<file path="src/rtl/theremin_filter_pkg.sv">
// Shared types and constants for the filter sample decimator.
// The FILTER_DECIM_TIMESTAMP_EN macro adds a timestamp field to each FIFO entry.
package theremin_filter_pkg;

  localparam int DATA_BITS_DEF = 30;
  localparam int TS_BITS_DEF   = 32;
  localparam int OVF_BITS_DEF  = 16;

  // Value the overflow counter sticks at once it saturates (default width).
  localparam logic [OVF_BITS_DEF-1:0] OVF_SAT_DEF = '1;

  // One FIFO entry at default widths: sample value plus optional timestamp.
  typedef struct packed {
`ifdef FILTER_DECIM_TIMESTAMP_EN
    logic [TS_BITS_DEF-1:0]   ts;
`endif
    logic [DATA_BITS_DEF-1:0] value;
  } fifo_entry_t;

  // Width of a packed FIFO entry for arbitrary data/timestamp widths.
  function automatic int entry_bits(input int data_bits, input int ts_bits, input bit ts_en);
    return ts_en ? data_bits + ts_bits : data_bits;
  endfunction

endpackage

</file>
<file path="src/rtl/filter_sample_fifo.sv">
// Small synchronous FIFO for captured filter samples.
// Pointers carry one extra wrap bit so full and empty differ only in the MSB.
module filter_sample_fifo #(
  parameter int WIDTH      = 30,
  parameter int DEPTH_LOG2 = 2
) (
  input  logic             clk,
  input  logic             rst_n,
  input  logic             push,
  input  logic             pop,
  input  logic [WIDTH-1:0] din,
  output logic [WIDTH-1:0] dout,
  output logic             full,
  output logic             empty
);

  localparam int DEPTH = 1 << DEPTH_LOG2;
  localparam int AW    = (DEPTH_LOG2 > 0) ? DEPTH_LOG2 : 1;
  localparam logic [DEPTH_LOG2:0] PTR_MSB = (DEPTH_LOG2 + 1)'(DEPTH);

  logic [DEPTH_LOG2:0] wr_q, wr_d, rd_q, rd_d;
  logic [WIDTH-1:0]    mem_q [DEPTH];
  logic [AW-1:0]       waddr, raddr;
  logic                do_push, do_pop;

  if (DEPTH_LOG2 == 0) begin : g_single
    assign waddr = '0;
    assign raddr = '0;
  end else begin : g_multi
    assign waddr = wr_q[AW-1:0];
    assign raddr = rd_q[AW-1:0];
  end

  assign empty   = (wr_q == rd_q);
  assign full    = ((wr_q ^ rd_q) == PTR_MSB);
  assign do_pop  = pop & ~empty;
  assign do_push = push & (~full | do_pop);
  assign dout    = empty ? '0 : mem_q[raddr];

  // Next pointer values: each side advances by one on an accepted transfer.
  always_comb begin
    wr_d = wr_q;
    rd_d = rd_q;
    if (do_push) wr_d = wr_q + (DEPTH_LOG2 + 1)'(1);
    if (do_pop)  rd_d = rd_q + (DEPTH_LOG2 + 1)'(1);
  end

  // Pointer registers, cleared asynchronously so the FIFO empties instantly.
  always_ff @(posedge clk or negedge rst_n) begin
    if (!rst_n) begin
      wr_q <= '0;
      rd_q <= '0;
    end else begin
      wr_q <= wr_d;
      rd_q <= rd_d;
    end
  end

  // Storage array; contents are only observed while the FIFO is non-empty.
  always_ff @(posedge clk) begin
    if (do_push) mem_q[waddr] <= din;
  end

endmodule

</file>
<file path="src/rtl/filter_sample_decimator.sv">
// Decimating reader for the IIR filter chain: captures every Nth CE sample,
// queues it, and streams it out over valid/ready while counting drops.
// Define FILTER_DECIM_TIMESTAMP_EN to tag each sample with a cycle timestamp.
module filter_sample_decimator
  import theremin_filter_pkg::*;
#(
  parameter int DATA_BITS       = DATA_BITS_DEF,
  parameter int DECIM_BITS      = 8,
  parameter int FIFO_DEPTH_LOG2 = 2,
  parameter int OVF_BITS        = OVF_BITS_DEF,
  parameter int TS_BITS         = TS_BITS_DEF
) (
  input  logic                  CLK,
  input  logic                  RESET_N,
  input  logic                  CE,
  input  logic [DATA_BITS-1:0]  IN_VALUE,
  input  logic [DECIM_BITS-1:0] DECIM_RATIO,
  output logic                  OUT_VALID,
  input  logic                  OUT_READY,
  output logic [DATA_BITS-1:0]  OUT_VALUE,
  output logic [OVF_BITS-1:0]   OVF_COUNT,
`ifdef FILTER_DECIM_TIMESTAMP_EN
  output logic [TS_BITS-1:0]    OUT_TIMESTAMP,
`endif
  input  logic                  CLR_OVF
);

`ifdef FILTER_DECIM_TIMESTAMP_EN
  localparam bit TS_EN = 1'b1;
`else
  localparam bit TS_EN = 1'b0;
`endif
  localparam int ENTRY_BITS = entry_bits(DATA_BITS, TS_BITS, TS_EN);

  logic [DECIM_BITS-1:0] cnt_q, cnt_d;
  logic [OVF_BITS-1:0]   ovf_q, ovf_d;
  logic                  capture, pop, drop;
  logic                  fifo_full, fifo_empty;
  logic [ENTRY_BITS-1:0] fifo_din, fifo_dout;

  // Decimation: a CE with the counter at or past the ratio captures and restarts.
  always_comb begin
    cnt_d   = cnt_q;
    capture = 1'b0;
    if (CE) begin
      if (cnt_q >= DECIM_RATIO) begin
        capture = 1'b1;
        cnt_d   = '0;
      end else begin
        cnt_d = cnt_q + DECIM_BITS'(1);
      end
    end
  end

  assign OUT_VALID = ~fifo_empty;
  assign pop       = OUT_VALID & OUT_READY;
  assign drop      = capture & fifo_full & ~pop;

  // Overflow count: clear takes priority, then a same-cycle drop counts once.
  always_comb begin
    ovf_d = ovf_q;
    if (CLR_OVF) begin
      ovf_d = drop ? OVF_BITS'(1) : '0;
    end else if (drop && (ovf_q != '1)) begin
      ovf_d = ovf_q + OVF_BITS'(1);
    end
  end

  // Decimation counter and overflow counter registers.
  always_ff @(posedge CLK or negedge RESET_N) begin
    if (!RESET_N) begin
      cnt_q <= '0;
      ovf_q <= '0;
    end else begin
      cnt_q <= cnt_d;
      ovf_q <= ovf_d;
    end
  end

  assign OVF_COUNT = ovf_q;

`ifdef FILTER_DECIM_TIMESTAMP_EN
  logic [TS_BITS-1:0] ts_q;

  // Free-running cycle counter sampled alongside each captured value.
  always_ff @(posedge CLK or negedge RESET_N) begin
    if (!RESET_N) ts_q <= '0;
    else          ts_q <= ts_q + TS_BITS'(1);
  end

  assign fifo_din      = {ts_q, IN_VALUE};
  assign OUT_VALUE     = fifo_dout[DATA_BITS-1:0];
  assign OUT_TIMESTAMP = fifo_dout[ENTRY_BITS-1:DATA_BITS];
`else
  assign fifo_din  = IN_VALUE;
  assign OUT_VALUE = fifo_dout;
`endif

  filter_sample_fifo #(
    .WIDTH      (ENTRY_BITS),
    .DEPTH_LOG2 (FIFO_DEPTH_LOG2)
  ) u_fifo (
    .clk   (CLK),
    .rst_n (RESET_N),
    .push  (capture),
    .pop   (pop),
    .din   (fifo_din),
    .dout  (fifo_dout),
    .full  (fifo_full),
    .empty (fifo_empty)
  );

endmodule

</file>
<file path="config.mk">
export PLATFORM = sky130hd
export DESIGN_NAME = filter_sample_decimator
export DESIGN_NICKNAME = d
export VERILOG_FILES = /design/src/rtl/theremin_filter_pkg.sv /design/src/rtl/filter_sample_fifo.sv /design/src/rtl/filter_sample_decimator.sv
export SDC_FILE = /design/constraint.sdc
export NUM_CORES = 1
export LEC_CHECK = 0
export BUFFER_PORTS_ARGS = -buffer_cell sky130_fd_sc_hd__buf_2
export CAP_MARGIN = 20
export CORE_UTILIZATION = 50
export CTS_CLUSTER_SIZE = 24
export DETAILED_ROUTE_END_ITERATION = 10
export HOLD_SLACK_MARGIN = 0.06
export PLACE_DENSITY = 0.76
export SYNTH_ARGS = -nofsm -noshare
export SYNTH_HDL_FRONTEND = slang
export SYNTH_SLANG_ARGS = --single-unit
</file>
<file path="constraint.sdc">
create_clock -name CLK -period 6.2 [get_ports CLK]
set_input_delay 0.31 -clock CLK [delete_from_list [all_inputs] [get_ports CLK]]
set_output_delay 0.31 -clock CLK [all_outputs]
set_load 0.01 [all_outputs]
</file>
==> results of run 1 <==
## state kept, by name, indices dropped and copies added, names as in the netlist
signal and count:
u_fifo.mem_q 120, OVF_COUNT 16, cnt_q 8, u_fifo.rd_q 3, u_fifo.wr_q 3
## synthesized netlist by cell type (5+ instances only)
| cell type | n | area share [%] |
|---|---|---|
| ha_1 | 15 | 2.9 |
| clkbuf_1 | 12 | 0.69 |
| xnor2_1 | 5 | 0.67 |
| nand3_1 | 10 | 0.77 |
| a21oi_1 | 15 | 1.1 |
| nor2_1 | 13 | 0.75 |
| edfxtp_1 | 120 | 55 |
| mux4_2 | 30 | 10 |
| nor3_1 | 7 | 0.54 |
| inv_1 | 17 | 0.98 |
| nand2b_1 | 7 | 0.67 |
| nand2_1 | 11 | 0.63 |
| nand4_1 | 9 | 0.86 |
| and3_1 | 5 | 0.48 |
| dfrtp_1 | 30 | 11 |
| o31ai_1 | 9 | 1.0 |
| or4_1 | 10 | 1.1 |
| mux2_2 | 6 | 1.0 |
| nor2b_1 | 35 | 3.4 |
## logic make-up (layout without fill, tap and decap cells)
| group | Yosys count | in the layout |
|---|---|---|
| adder cells (fa/ha/maj) | 15 | 15 |
| buffers and inverters | 36 | 143 |
| multiplexers | 38 | 38 |
| XOR/XNOR | 10 | 10 |
| AND/OR/NAND/NOR | 115 | 115 |
| flip-flops | 150 | 150 |
| AO/OA/AOI/OAI | 42 | 42 |
## cells in the final DEF (no fill, tap or decap), drive strengths merged, types with 11 or more instances in the layout
master  netlist  final
nand2        11     11
buf           7     93
inv          17     19
ha           15     15
mux4         30     30
nor2b        35     35
clkbuf       12     21
edfxtp      120    120
dfrtp        30     30
a21oi        15     15
nor2         13     13
## power breakdown
part,total (mW),internal [mW],switching [mW]
clock,0.991,0.604,0.387
sequential,1.26,1.15,0.114
combinational,0.923,0.461,0.462
## through the flow
| stage | setup WS (ns) | util [%] | cells | power (mW) |
|---|---|---|---|---|
| global placement | 3.218 | 56.31 | 651 | 2.181 |
| detailed placement | 3.156 | 56.31 | 651 | 2.201 |
| global route | 3.149 | 61.09 | 685 | 3.340 |
| CTS | 3.056 | 60.94 | 684 | 3.192 |
| floorplan | 2.271 | - | 406 | 1.888 |
| finish | 3.342 | 61.09 | 685 | 3.177 |
## how the worst min path moves through the flow
stage                          end  depth (start not counted)
5_1_grt        u_fifo.mem_q[3][10]                          1
3_5_place_dp          OVF_COUNT[2]                          1
4_1_cts        u_fifo.mem_q[0][10]                          1
2_1_floorplan         OVF_COUNT[0]                          0
3_3_place_gp          OVF_COUNT[2]                          1
6_report       u_fifo.mem_q[3][10]                          1
## critical path: stages (launching register included)
cell	delay, ns
dfrtp_1	0.41
inv_1	0.11
ha_1	0.27
nand2b_1	0.14
a2111o_1	0.42
a21oi_1	0.14
buf_4	0.30
nor2_1	0.17
and3_2	0.52
## metal layers
layer  part of all wire (%)  vias to the layer above  GRT usage [%]  wire, um
met1                     44                     1901          25.80      5263
met5                   0.11                        -              0        13
met2                     49                      132          30.57      5941
li1                       -                     1776              -         -
met4                    1.5                        2          7.692       182
met3                    5.7                       22          5.293       683
## layout make-up
class / count / area, um^2 / area share [%]
flip-flops and latches: 150 / 4357 / 56.28
multi-input cells: 220 / 2032 / 26.25
repair buffers: 94 / 498.0 / 6.433
clock buffers: 21 / 450.4 / 5.819
well taps: 172 / 215.2 / 2.780
clock inverters: 11 / 125.1 / 1.616
inverters: 17 / 63.81 / 0.8243
==> flow_metrics.tcl, run 1 <==
set metrics [dict create \
    syn_area_um2 6531 \
    worstReg2RegStart "cnt_q[0]" \
    clk_pin_slew_ns 0.06 \
    antenna_found_initial 1 \
    clock-sinks 150 \
    io_buffers 89 \
    clk-insertion-delay-late_ns 0.42 \
    die_w_um 116.3 \
    timing_worst_setup_path_type "register to register" \
    reg2reg_to "u_fifo.mem_q[0][3]" \
    grt_max_degree 34 \
    synthDistinctLibCells 41 \
    skew_ns 0.009853 \
    die_h_um 116.3 \
    cts_hold_buffers 1 \
    fin_area_um2 7741 \
    synth.mux.area_fraction_pct 11.69 \
    drtPass1Iterations 4 \
    vias 3833 \
    critPathMaxFanout 30 \
    worstPathArrival_ns 2.92 \
    synth-seq-area-share_pct 66.67 \
    drtIter0Drc 305 \
    grt_pass1_wl_mm 19.04 \
    numCtsBuffers 17 \
    fillCellCount 942 \
    synth_compound_area_share_pct 4.617 \
    syn-num-nets 464 \
    rsz0062_at_grt "false" \
    fin_crit_sh_pct 46.09 \
    tightest_slew_ns 0.8360 \
    start_util_pct 51.55 \
    synthSimpleGateAreaFrac_pct 10.27 \
    worstSetupStartpointType "register" \
    syn-instance-count 406 \
    min-delay-start "IN_VALUE[10]" \
    synth-async-reset-ratio_pct 20.00 \
    fmaxAchievable_ghz 0.3499 \
    finalSetupTns_ns 0 \
    worstHoldPathType "input pin to register" \
    synth-xor-area-share_pct 1.456 \
    gp_congestion 0.8108 \
    synth_top_family_by_area "multiplexers" \
    yosys_warnings 0 \
    syn_to_final_growth_pct 18.52 \
    p_per_area_nw_per_um2 410.4 \
    grt_pass1_vias 3709 \
    synth_fa_ha_area_share_pct 2.874 \
    final_nets 558 \
    slew_viol_final 0 \
    status "completed" \
    dieArea_um2 13520 \
    cap_violations 0 \
    rrSetupSlack_ns 3.34 \
    setup_violations 0 \
    postCtsSetupBuffers 0 \
    postRouteAntennaNets 0 \
    rows 41 \
    synth_edf_count 120 \
    dp_hpwl_mm 7.663 \
    ff2ff_path_depth 8 \
    finalHoldViolations 0 \
    cp-end-kind "register" \
    whs_ns 0.1012 \
    ys_ff_latch 150 \
    post_cts_resized 0 \
    clockBufferDepth 2 \
    maxSlewHeadroom_pct 44.26 \
    drt-wirelength-per-cell_um 17.64 \
    cts_tree "yes" \
    antenna_cells 0 \
    root_buffer "clkbuf_16" \
    power_leakage_nw 2.869 \
    viasPerCell 5.596 \
    htree_levels 4 \
    cp.required_ns 6.26 \
    avgSynthCellArea_um2 16.09 \
    drcViolationCount 0 \
    drive_above_1_share_pct 32.75 \
    startpoint "cnt_q[0]" \
    grt-ovfl-total 0 \
    core_area_um2 12670 \
    track_usage_pct 19.39 \
    crit_end "u_fifo.mem_q[0][3]" \
    wirelength_mm 12.08 \
    min_period_ns 2.858 \
    place_area_um2 7136 \
    synth_flop_cell "edfxtp_1" \
    io_pins 90 \
    ir_worst_vdd_mv 0.2292 \
]
(Power assumes the default switching activity.)
==> run 2: changes to the inputs <==
==> constraint.sdc (replaced) <==
create_clock -name CLK -period 2.7 [get_ports CLK]
set_input_delay 0.135 -clock CLK [delete_from_list [all_inputs] [get_ports CLK]]
set_output_delay 0.135 -clock CLK [all_outputs]
set_load 0.01 [all_outputs]
==> run 2 against run 1 <==
Against the previous run: core utilization is 3.1 points higher; sequential cell count stayed put; routed wire length is 3.2% higher; die area stayed put; clock skew is 0.0012 ns lower; global-route usage is 0.66 points higher; first-iteration DRC count is 30% lower; critical path depth is 1 lower; register-to-register slack worse by 3.2 ns; combinational power grew to 2.5 times the previous value; total power is 140% higher; largest cell class unchanged; highest routed layer is now met4.
==> flow_metrics.tcl, run 2 (synthesized netlist as in run 1, its figures left out) <==
set metrics [dict create \
    drive_above_1_share_pct 31.44 \
    finalHoldViolations 0 \
    track_usage_pct 20.06 \
    tightest_slew_ns 0.8717 \
    timing_worst_setup_path_type "register to register" \
    fillCellCount 925 \
    clock-sinks 150 \
    io_buffers 89 \
    drtIter0Drc 215 \
    dieArea_um2 13520 \
    grt_pass1_wl_mm 19.47 \
    worstSetupStartpointType "register" \
    numCtsBuffers 17 \
    grt_pass1_vias 3875 \
    vias 3912 \
    rsz0062_at_grt "true" \
    hold_path_depth 3 \
    critPathMaxFanout 30 \
    worstPathArrival_ns 2.62 \
    postCtsSetupBuffers 0 \
    rrSetupSlack_ns 0.15 \
    fin_area_um2 8130 \
    ir_worst_vdd_mv 0.7338 \
    cp.buffers_inverters 1 \
    root_buffer "clkbuf_16" \
    cp-end-kind "register" \
    place_area_um2 7196 \
    clk_pin_slew_ns 0.06 \
    cap_violations 0 \
    skew_ns 0.008614 \
    worstHoldPathType "input pin to register" \
    drtPass1Iterations 4 \
    core_area_um2 12670 \
    fin_crit_sh_pct 94.62 \
    cp.required_ns 2.76 \
    dp.cells 656 \
    htree_levels 4 \
    die_h_um 116.3 \
    final_cell_mix "edfxtp_1, buf_2, nor2b_1, dlygate4sd3_1, mux4_2" \
    maxSlewHeadroom_pct 41.70 \
    wirelength_mm 12.48 \
    gp_congestion 0.8704 \
    top_register "u_fifo.mem_q" \
    crit_family "simple AND/OR/NAND/NOR gates" \
    syn_to_final_growth_pct 24.48 \
    p_per_area_nw_per_um2 924.8 \
    final_nets 593 \
    cts_tree "yes" \
    status "completed" \
    drt-wirelength-per-cell_um 17.35 \
    grt-ovfl-total 0 \
    viasPerCell 5.441 \
    slowest_delay_ns 0.51 \
    final_common_cell "edfxtp_1" \
    ff2ff_path_depth 7 \
    fin_cells 719 \
    antenna_cells 0 \
    critPathSlowestCell "and3_2" \
    rows 41 \
    dp_slack_ns 0.1306 \
    slew_viol_final 0 \
    clockBufferDepth 2 \
    dp_hpwl_mm 7.738 \
    grt_max_degree 33 \
    io_pins 90 \
    cp.depth 7 \
    largest_reg_flops 120 \
    postRouteAntennaNets 0 \
    die_w_um 116.3 \
    clk-insertion-delay-late_ns 0.42 \
    setup_violations 0 \
    antenna_found_initial 0 \
    fmaxAchievable_ghz 0.3914 \
    power_leakage_nw 3.043 \
    whs_ns 0.06620 \
    start_util_pct 51.55 \
    drcViolationCount 0 \
    min_period_ns 2.555 \
    finalCoreUtilization_pct 64.17 \
    timing.final.ws_setup_ns 0.1452 \
    worstPathCellList "inv_1 > ha_1 > nand2b_1 > a2111o_1 > a21oi_2 > nor2_1 > and3_2" \
]
[run 2: cell count changes in the layout (fill, tap and decap cells not counted), sizes merged, moves of 2 or more]
cell	change
dlygate4sd3	+31
bufinv	+2
clkinv	+3
clkbuf	-3
clkinvlp	-2
buf	+4
[run 2: final cells by class]
| class | count | area [um^2] | share of cell area (%) |
|---|---|---|---|
| Sequential cell | 150 | 4357 | 53.59 |
| Tap cell | 172 | 215.2 | 2.647 |
| Timing Repair Buffer | 129 | 838.3 | 10.31 |
| Clock inverter | 13 | 181.4 | 2.231 |
| Multi-Input combinational cell | 220 | 2046 | 25.16 |
| Clock buffer | 18 | 429.2 | 5.279 |
| Inverter | 17 | 63.81 | 0.7849 |
[run 2: final timing paths]
| path | startpoint | endpoint |
|---|---|---|
| setup / recovery | cnt_q[0] | u_fifo.mem_q[0][23] |
| hold / removal | OUT_READY | u_fifo.rd_q[2] |
| setup reg to reg | cnt_q[0] | u_fifo.mem_q[0][23] |
| hold reg to reg | u_fifo.wr_q[2] | u_fifo.wr_q[2] |
| max in group asynchronous | RESET_N | u_fifo.rd_q[1] |
| min in group asynchronous | RESET_N | OVF_COUNT[4] |
[run 2: timing repair]
| item | in CTS | in global routing |
|---|---|---|
| endpoints found under the hold margin | 151 | 0 |
| endpoints found under the setup margin | 0 | 108 |
| hold buffers | 32 | 0 |
| resized for setup | 0 | 1 |
[run 2: metal layers]
layer  global-route usage, %  share of wire (%)  wire, um  up-vias
met1                   25.51                 44      5527     1933
met5                       0                  0         0        -
met2                   31.87                 49      6103      103
met3                   6.020                4.5       566       22
met4                   9.316                2.2       279        0
li1                        -                  -         -     1854
[run 2: worst reg2reg max path: stages (launching register included)]
cell      delay (ns)
dfrtp_1         0.42
inv_1           0.10
ha_1            0.27
nand2b_1        0.14
a2111o_1        0.44
a21oi_2         0.21
nor2_1          0.11
and3_2          0.51
[run 2: through the flow]
step                      TNS (ns)  power [mW]
after detailed placement         0       5.107
after global placement           0       5.071
after floorplan                  0       4.339
final                            0       7.519
after CTS                        0       7.574
after global routing        -1.890       7.896
[run 2: power by group]
group / internal, mW / switching, mW / leakage (nW)
sequential: 2.64 / 0.115 / 1.48
combinational: 1.08 / 1.25 / 1.27
clock: 1.54 / 0.889 / 0.299
==> run 3: changes to the inputs <==
--- a/config.mk
+++ b/config.mk
@@ -5,8 +5,10 @@
 export SDC_FILE = /design/constraint.sdc
 export NUM_CORES = 1
 export LEC_CHECK = 0
+export ABC_AREA = 1
 export BUFFER_PORTS_ARGS = -buffer_cell sky130_fd_sc_hd__buf_2
 export CAP_MARGIN = 20
+export CORE_ASPECT_RATIO = 1.75
 export CORE_UTILIZATION = 50
 export CTS_CLUSTER_SIZE = 24
 export DETAILED_ROUTE_END_ITERATION = 10
==> run 3 against run 2 <==
Against the previous run: sequential share of layout area decreased by 1.4 points; combinational power rose by 21%; largest power group is now combinational cells; critical path type unchanged; highest routed layer unchanged; cell area increased by 2.7%; largest cell class unchanged.
==> flow_metrics.tcl, run 3 <==
set metrics [dict create \
    cp.required_ns 2.79 \
    tightest_slew_ns 0.7345 \
    clk_pin_slew_ns 0.06 \
    synth_flop_cell "edfxtp_1" \
    crit_family "simple AND/OR/NAND/NOR gates" \
    syn-instance-count 628 \
    drtPass1Iterations 5 \
    whs_ns 0.2139 \
    setup_violations 0 \
    postRouteAntennaNets 0 \
    worstReg2RegStart "cnt_q[5]" \
    synth_edf_count 120 \
    grt_pass1_wl_mm 23.25 \
    netlist_top_cells_count "edfxtp_1, nor2_1, nand2_1" \
    dp_hpwl_mm 9.328 \
    critPathMaxFanout 19 \
    track_usage_pct 22.46 \
    synth_largest_area_cell "edfxtp_1" \
    avgSynthCellArea_um2 10.67 \
    clockBufferDepth 2 \
    final_common_cell "edfxtp_1" \
    grt_pass1_vias 4967 \
    fin_crit_sh_pct 95.23 \
    worstPathCellList "ha_1 > nand2_1 > nor2_1 > nand4_1 > nand3_2 > nand2_1 > nor2_2 > inv_1 > nor2_4 > buf_4" \
    hold_path_depth 4 \
    viasPerCell 5.258 \
    cp-end-kind "register" \
    cap_violations 0 \
    slowest_delay_ns 0.41 \
    clk-insertion-delay-late_ns 0.42 \
    die_w_um 89.49 \
    antenna_cells 0 \
    timing_worst_setup_path_type "register to register" \
    status "completed" \
    clock-sinks 150 \
    io_buffers 89 \
    top_register "u_fifo.mem_q" \
    yosys_warnings 0 \
    syn_to_final_growth_pct 24.68 \
    worstPathArrival_ns 2.67 \
    cp.buffers_inverters 2 \
    drt-wirelength-per-cell_um 15.74 \
    p_comb_share_pct 35.0 \
    dp_slack_ns 0.1928 \
    multiInputGateArea_um2 2012 \
    p_clk_share_pct 30.8 \
    reg2reg_to "u_fifo.mem_q[2][14]" \
    root_buffer "clkbuf_16" \
    final_nets 811 \
    drcViolationCount 0 \
    maxSlewHeadroom_pct 51.03 \
    synthDistinctLibCells 30 \
    worstHoldPathType "input pin to register" \
    min_period_ns 2.571 \
    fillCellCount 979 \
    synth-seq-area-share_pct 65.01 \
    grt-ovfl-total 0 \
    postCtsSetupBuffers 0 \
    yosysMostFrequentCell "edfxtp_1" \
    finalHoldViolations 0 \
    rows 55 \
    ys_ff_latch 150 \
    ir_worst_vdd_mv 0.6317 \
    gp_congestion 0.8758 \
    p_per_area_nw_per_um2 974.0 \
    drtIter0Drc 282 \
    p_switching_mw 2.950 \
    io_pins 90 \
    core_area_um2 13010 \
    ff2ff_path_depth 10 \
    worstSetupStartpointType "register" \
    wirelength_mm 14.75 \
    vias 4927 \
    register_area_um2 4355 \
    syn_area_um2 6698 \
    syn-num-nets 686 \
    rsz0062_at_grt "true" \
    synth.area.top_cells "edfxtp_1, dfrtp_1, nor2_1, nand2_1, o21ai_0" \
    die_h_um 155.1 \
    whs_endpoint "OVF_COUNT[4]" \
    cts_tree "yes" \
    critPathSlowestCell "dfrtp_1" \
    start_util_pct 51.50 \
    skew_ns 0.008131 \
    numCtsBuffers 17 \
    fmaxAchievable_ghz 0.3889 \
    synth_top_area_share_pct 53.80 \
    finalCoreUtilization_pct 64.20 \
    dieArea_um2 13880 \
    intPower_mw 5.184 \
    largest_reg_flops 120 \
    power_frac_seq_pct 34.2 \
    drive_above_1_share_pct 19.45 \
    timing.final.ws_setup_ns 0.1288 \
    htree_levels 4 \
    path_common_cell "nand2_1" \
    grt_max_degree 62 \
    power_leakage_nw 3.506 \
    rrSetupSlack_ns 0.13 \
    synth-async-reset-ratio_pct 20.00 \
    final_cell_mix "edfxtp_1, nand2_1, nor2_1, buf_2, o21ai_0" \
    swShare_pct 36.27 \
    slew_viol_final 0 \
    min-delay-start "CLR_OVF" \
    antenna_found_initial 0 \
]
==> run 3: cell count changes after synthesis, moves of 9 or more <==
cell,change
clkbuf_1,+9
inv_1,+41
mux4_2,-30
nand2_1,+91
nand3_1,+17
nor2_1,+90
nor2b_1,-35
o21ai_0,+60
o22ai_1,+29
o31ai_1,-9
or4_1,-10
xor2_1,+9
==> run 3: cells by family after synthesis <==
| family | after synthesis | share of synthesized area [%] |
|---|---|---|
| and+or+nand+nor | 250 | 15.62 |
| DFF | 150 | 65.01 |
| AOI/OAI and AO/OA | 103 | 8.313 |
| buffers and inverters | 89 | 5.399 |
| xor gates and xnor gates | 21 | 2.858 |
| adders and majority gates | 15 | 2.802 |
==> run 3: worst reg2reg max path, delay by kind of cell, from the launching register on <==
kind	cells	cell delay [ns]
buf+inv	2	0.54
flops	1	0.41
fa+ha+maj	1	0.33
simple gates	7	0.96
==> run 3: how the worst max path moves through the flow <==
stage / from / slack [ns] / cells after the start / to
detailed placement: cnt_q[5] / 0.19 / 10 / u_fifo.mem_q[2][28]
finish: cnt_q[5] / 0.13 / 10 / u_fifo.mem_q[2][14]
CTS: cnt_q[5] / 0.13 / 10 / u_fifo.mem_q[2][14]
floorplan: cnt_q[7] / -0.43 / 9 / u_fifo.mem_q[3][0]
global route: cnt_q[5] / -0.03 / 10 / u_fifo.mem_q[2][14]
global placement: cnt_q[7] / 0.30 / 10 / u_fifo.mem_q[2][15]
==> run 3: area by class of cell <==
class	count	share of cell area, %
clock buffer	17	5.094
multi-input combinational	389	24.09
tap	171	2.562
inverter	60	2.697
clock inverter	15	2.487
timing repair buffer	135	10.91
sequential	150	52.16
==> run 3: routing by layer <==
metal,track usage (%),share of wire [%]
met5,0,0
met4,11.19,1.9
met3,4.244,5.0
met2,39.37,54
met1,25.50,39
==> run 3: stage by stage <==
step                      TNS (ns)  instances  power, mW  instance area (um^2)
after floorplan             -51.24        628      4.629                  6698
after global placement           0        872      5.507                  7387
after detailed placement         0        872      5.614                  7387
after CTS                        0        937      8.178                  8351
after global routing       -0.3790        937      8.622                  8351
final                            0        937      8.134                  8351
==> run 3: power groups by stage <==
stage / registers [mW] / clock network, mW / logic (mW)
after global placement: 2.82 / 0 / 2.68
after detailed placement: 2.83 / 0 / 2.78
after floorplan: 2.80 / 0 / 1.83
final: 2.78 / 2.51 / 2.84
after global routing: 2.81 / 2.63 / 3.18
after CTS: 2.79 / 2.54 / 2.86
==> run 3: repair_timing <==
action	4_1_cts	5_1_grt
resized for setup	0	0
endpoints found under the hold margin	154	0
hold buffers	33	0
setup endpoints to repair	0	19
